--- src/rtl/coin_acceptor.sv ---
// Coin acceptor front end: debounces the 2-bit coin sensor, queues accepted coins
// in a small FIFO and releases them as gap-spaced one-hot b1/b2/b3 pulses.
module coin_acceptor #(
    parameter int DEBOUNCE = 4,
    parameter int RELEASE  = 2,
    parameter int GAP      = 2,
    parameter int DEPTH    = 4
) (
    input  logic       clk,
    input  logic       rst_n,
    input  logic [1:0] sense,
    input  logic       busy,
    output logic       b1,
    output logic       b2,
    output logic       b3,
    output logic       reject,
    output logic [3:0] pending
);

    // state    | meaning
    // IDLE     | no coin in the sensor, waiting for a non-zero code
    // QUAL     | non-zero code seen, counting how long it stays stable
    // WAIT_REL | coin captured, waiting for RELEASE quiet cycles before re-arming
    typedef enum logic [1:0] {IDLE, QUAL, WAIT_REL} state_t;

    localparam int AW = $clog2(DEPTH);
    localparam int CW = AW + 1;
    localparam logic [3:0]    DEB_L   = 4'(DEBOUNCE);
    localparam logic [3:0]    REL_L   = 4'(RELEASE);
    localparam logic [3:0]    GAP_L   = 4'(GAP);
    localparam logic [CW-1:0] DEPTH_L = CW'(DEPTH);

    state_t        state;
    logic [1:0]    code;
    logic [3:0]    cnt;
    logic          cap_vld;
    logic [1:0]    cap_code;

    logic [1:0]    mem [DEPTH];
    logic [AW-1:0] rd_ptr;
    logic [AW-1:0] wr_ptr;
    logic [CW-1:0] count;
    logic [3:0]    gap;
    logic          pop;
    logic          push;

    always_ff @(posedge clk) begin
        if (!rst_n) begin
            state    <= IDLE;
            code     <= 2'b00;
            cnt      <= 4'd0;
            cap_vld  <= 1'b0;
            cap_code <= 2'b00;
        end else begin
            cap_vld <= 1'b0;
            case (state)
                IDLE: begin
                    if (sense != 2'b00) begin
                        state <= QUAL;
                        code  <= sense;
                        cnt   <= 4'd1;
                    end
                end
                QUAL: begin
                    if (sense == 2'b00) begin
                        state <= IDLE;
                        cnt   <= 4'd0;
                    end else if (sense != code) begin
                        code <= sense;
                        cnt  <= 4'd1;
                    end else if (cnt + 4'd1 == DEB_L) begin
                        cap_vld  <= 1'b1;
                        cap_code <= code;
                        state    <= WAIT_REL;
                        cnt      <= 4'd0;
                    end else begin
                        cnt <= cnt + 4'd1;
                    end
                end
                WAIT_REL: begin
                    // Any bounce back to non-zero restarts the quiet-period count
                    if (sense != 2'b00) begin
                        cnt <= 4'd0;
                    end else if (cnt + 4'd1 == REL_L) begin
                        state <= IDLE;
                        cnt   <= 4'd0;
                    end else begin
                        cnt <= cnt + 4'd1;
                    end
                end
                default: begin
                    state <= IDLE;
                    cnt   <= 4'd0;
                end
            endcase
        end
    end

    // A full FIFO can still accept a coin when the head leaves in the same cycle
    always_comb begin
        pop  = 1'b0;
        push = 1'b0;
        pop  = (count != '0) && !busy && (gap == 4'd0);
        push = cap_vld && ((count != DEPTH_L) || pop);
    end

    always_ff @(posedge clk) begin
        if (!rst_n) begin
            rd_ptr <= '0;
            wr_ptr <= '0;
            count  <= '0;
            gap    <= 4'd0;
            b1     <= 1'b0;
            b2     <= 1'b0;
            b3     <= 1'b0;
            reject <= 1'b0;
        end else begin
            b1     <= pop && (mem[rd_ptr] == 2'b01);
            b2     <= pop && (mem[rd_ptr] == 2'b10);
            b3     <= pop && (mem[rd_ptr] == 2'b11);
            reject <= cap_vld && !push;

            if (push) begin
                mem[wr_ptr] <= cap_code;
                wr_ptr      <= wr_ptr + 1'b1;
            end
            if (pop) begin
                rd_ptr <= rd_ptr + 1'b1;
            end

            case ({push, pop})
                2'b10:   count <= count + 1'b1;
                2'b01:   count <= count - 1'b1;
                default: count <= count;
            endcase

            if (pop) begin
                gap <= GAP_L;
            end else if (gap != 4'd0) begin
                gap <= gap - 4'd1;
            end
        end
    end

    assign pending = 4'(count);

endmodule

--- config.mk ---
export PLATFORM = sky130hd
export DESIGN_NAME = coin_acceptor
export DESIGN_NICKNAME = d
export VERILOG_FILES = /design/src/rtl/coin_acceptor.sv
export SDC_FILE = /design/constraint.sdc
export NUM_CORES = 1
export LEC_CHECK = 0
export BUFFER_PORTS_ARGS = -buffer_cell sky130_fd_sc_hd__buf_4
export CORE_ASPECT_RATIO = 1.5
export CORE_MARGIN = 10
export CORE_UTILIZATION = 30
export DETAILED_ROUTE_END_ITERATION = 7
export PLACE_DENSITY = 0.43
export REMOVE_ABC_BUFFERS = 1
export SLEW_MARGIN = 20
export SYNTH_ARGS = -nofsm -noshare
export SYNTH_HDL_FRONTEND = slang
export SYNTH_SLANG_ARGS = --single-unit
--- constraint.sdc ---
create_clock -name clk -period 2.6 [get_ports clk]
set_clock_uncertainty 0.05 [all_clocks]
set_input_delay 0.52 -clock clk [delete_from_list [all_inputs] [get_ports clk]]
set_output_delay 0.52 -clock clk [all_outputs]
set_load 0.01 [all_outputs]
==> flow_summary.yaml <==
floorplan:
  die-area_mm2: 0.00979
  start_util_pct: 30.5
  boundaryPins: 13
  core_area_mm2: 0.00609
  y_dimension_of_the_die_um: 116
  core.rowCount: 35
  die_w_um: 84.2
power:
  total_power_divided_by_cell_area_mw_per_mm2: 655
  irDropWorstVdd_mv: 0.148
  static-leakage-power_nw: 0.757
grt:
  grt_pass1_wl_um: 6580
  first_global_vias: 1396
  globalRouteOverflowTotal: 0
  initial_antenna_violation_count: 0
  global_route_usage_over_all_layers_pct: 8.30
  grt_start_max_net_pins: 35
sta:
  period_share_pct: 92.5
  fmax_mhz: 416
  final-max-slew-violation-count: 0
  timing.setup.tns_ns: 0
  final_hold_violating_endpoints: 0
  rsz0062_at_grt: "false"
  slew-limit-headroom_pct: 65.6
  tightest_slew_ns: 0.511
  final_critical_path_time_including_i_o_delays_and_setup_ns: 2.41
  fin_worst_hold_slack_ns: 0.465
  finalSetupViolations: 0
yosys:
  yosys_warnings: 0
  mappedNetlistArea_mm2: 0.00185
  count_of_flip_flops_with_a_built_in_enable_after_synthesis: 8
  synth_cells: 188
  synth_top_flop_cell: "sky130_fd_sc_hd__dfxtp_1"
  post-synth-top-area-fraction_pct: 30.2
  yosysUniqueCellTypes: 55
  yosys_register_bits: 36
  synth_async_reset_ratio_pct: 0
  ranking_of_synthesized_cells_by_area: "sky130_fd_sc_hd__dfxtp_1 (30%), sky130_fd_sc_hd__edfxtp_1 (13%), sky130_fd_sc_hd__ha_1 (6.1%), sky130_fd_sc_hd__nand2_1 (3.4%), sky130_fd_sc_hd__mux2i_1 (2.7%)"
  synthDominantAreaCellType: "sky130_fd_sc_hd__dfxtp_1"
  synth.yosys.seq_area_share_pct: 43.2
  average_cell_area_after_synthesis_um2: 9.86
placed_design:
  gp_congestion: 0.783
  dpl.cell_count: 266
  hpwlAfterDp_um: 2880
  numPortBuffers: 11
detailed_routing:
  vias_per_cell: 4.90
  drt-wirelength-per-cell_um: 13.9
  detail_route.drc_violations: 0
  detail_route.iter0.violations: 93
  detail-route-antenna-nets: 0
  drt_first_pass_iters: 3
  drt-total-wl_um: 3810
  vias: 1342
worst_hold_path:
  hold_path_startpoint: "cap_code[0]"
  worst_hold_path.endpoint: "cap_code[0]"
  hold_path.class: "flop to flop"
  hold-path-cell-count: 2
finish:
  register_area_um2: 801
  final_util_pct: 34.8
  area_growth_pct: 14.1
  finish.net_count: 214
  antenna-diode-count: 0
  post_layout_nonfiller_instances: 274
  area_used_by_multi_input_combinational_logic_um2: 972
  final_layout_size_suffix_gt1_share_pct: 16.5
  fillers: 610
clock_tree:
  worst_skew_pair.late_latency_ns: 0.29
  clock_path_buffers: 2
  cts.sinks: 36
  worst_setup_hold_path_clk_slew_ns: 0.08
  clock_tree.root_cell: "sky130_fd_sc_hd__clkbuf_8"
  tritoncts_clock_tree: "done"
  hold_bufs_at_cts: 0
  cts_htree_levels: 2
  total_cts_buffers: 5
critical_path:
  worst-r2r-setup-slack_ns: 0.19
  number_of_cells_on_the_worst_reg_to_reg_path: 9
  worst_path_maximum_fanout: 4
  timing_worst_setup_path_type: "flop to flop"
  reg2reg_to: "count[2]"
  cp.required_ns: 2.72
  reg2reg_from: "gap[0]"
  cp_startpoint_kind: "flop"
  arrival_ns: 2.53
  critical_path.endpoint_type: "flop"
status:
  status: "finished, final reports clean"
job:
  drv_cap: 0
state kept, by name, indices dropped and copies added (netlist names), 3 cells and up, named ones only:
register and count:
mem 8, count 3, gap 4, cnt 4
repair_timing:
action | 4_1_cts | 5_1_grt
resized for setup | 0 | 1
setup buffers | 0 | 0
endpoints found under the setup margin | 0 | 1
layout by cell type (no fill, tap or decap), types with 4 or more instances in the layout:
cell and n:
sky130_fd_sc_hd__nand2_1 17, sky130_fd_sc_hd__inv_1 13, sky130_fd_sc_hd__edfxtp_1 8, sky130_fd_sc_hd__dfxtp_1 28
sky130_fd_sc_hd__a21oi_1 5, sky130_fd_sc_hd__mux2i_1 5, sky130_fd_sc_hd__nor3_1 5, sky130_fd_sc_hd__buf_4 12
sky130_fd_sc_hd__nand2b_1 6, sky130_fd_sc_hd__and2_1 6, sky130_fd_sc_hd__xnor2_1 4, sky130_fd_sc_hd__nor2_1 11
sky130_fd_sc_hd__nor2b_1 5, sky130_fd_sc_hd__o21ai_0 7, sky130_fd_sc_hd__clkbuf_8 5, sky130_fd_sc_hd__ha_1 9
layout make-up:
type,count,share of cell area (%)
well taps,74,4.38
clock inverters,3,2.01
inverters,13,2.31
clock buffers,5,3.25
flip-flops and latches,36,37.8
repair buffers,12,4.26
multi-input cells,131,45.9
cells by family (layout without fill, tap and decap cells):
group	after synthesis	in the layout	share of synthesized area (%)
flip-flops	36	36	43.2
multiplexers	7	7	5.13
AO/OA/AOI/OAI	31	31	12.1
other	1	1	0.202
AND/OR/NAND/NOR	75	75	24.1
XOR/XNOR	7	7	3.31
buffers and inverters	21	33	4.86
adder cells (fa/ha/maj)	10	10	7.15
worst max path at each step:
stage | from | end | slack, ns | cells past startpoint
global placement | gap[0] | count[2] | 0.25 | 9
finish | gap[0] | count[2] | 0.19 | 9
floorplan | gap[0] | count[2] | 0.21 | 9
global route | gap[0] | count[2] | 0.02 | 9
CTS | gap[0] | count[2] | 0.1 | 9
detailed placement | gap[0] | count[2] | 0.1 | 9
critical path, cell delays in order (launching register included):
cell and delay [ns]:
sky130_fd_sc_hd__dfxtp_1 0.31, sky130_fd_sc_hd__inv_1 0.10, sky130_fd_sc_hd__ha_1 0.19, sky130_fd_sc_hd__or3b_1 0.41, sky130_fd_sc_hd__nor4_4 0.30, sky130_fd_sc_hd__inv_1 0.11
sky130_fd_sc_hd__fa_1 0.41, sky130_fd_sc_hd__nor2b_1 0.16, sky130_fd_sc_hd__a32oi_2 0.12, sky130_fd_sc_hd__mux2i_1 0.13
power breakdown:
group	internal (mW)	leakage, nW	switching (mW)	total, mW
clock	0.284	0.0541	0.206	0.490
combinational	0.117	0.420	0.144	0.261
sequential	0.603	0.283	0.0327	0.636
total	1.00	0.757	0.383	1.39
through the flow:
stage	power (mW)	instance area (um^2)	worst slack (ns)
2_1_floorplan	0.818	1810	0.209
3_5_place_dp	0.905	2000	0.0981
4_1_cts	1.41	2110	0.0967
6_report	1.39	2120	0.194
5_1_grt	1.47	2120	0.0250
3_3_place_gp	0.897	2000	0.247
layer usage:
metal,GRT usage [%],share of wire (%),vias up
met5,0,0,-
met4,4.82,2.1,0
met3,2.37,3.8,8
met2,16.0,56,18
met1,7.47,38,640
li1,-,-,676
cells in the mapped netlist, types with 2 or more instances:
library cell / count
sky130_fd_sc_hd__mux2i_1: 5
sky130_fd_sc_hd__nor2_1: 11
sky130_fd_sc_hd__nand2_1: 17
sky130_fd_sc_hd__nand3b_1: 2
sky130_fd_sc_hd__dfxtp_1: 28
sky130_fd_sc_hd__nor4b_1: 2
sky130_fd_sc_hd__nor3b_1: 2
sky130_fd_sc_hd__xor2_1: 3
sky130_fd_sc_hd__nor3_1: 5
sky130_fd_sc_hd__nor2b_1: 5
sky130_fd_sc_hd__inv_1: 13
sky130_fd_sc_hd__nand3_1: 2
sky130_fd_sc_hd__and3b_1: 3
sky130_fd_sc_hd__clkbuf_1: 6
sky130_fd_sc_hd__nand2b_1: 6
sky130_fd_sc_hd__and2_1: 6
sky130_fd_sc_hd__edfxtp_1: 8
sky130_fd_sc_hd__a31oi_1: 3
sky130_fd_sc_hd__a21oi_1: 5
sky130_fd_sc_hd__or3_1: 2
sky130_fd_sc_hd__xnor2_1: 4
sky130_fd_sc_hd__a21boi_0: 2
sky130_fd_sc_hd__o21ai_0: 7
sky130_fd_sc_hd__ha_1: 9
sky130_fd_sc_hd__mux4_2: 2
No activity file was read; power rests on OpenSTA's default activity.
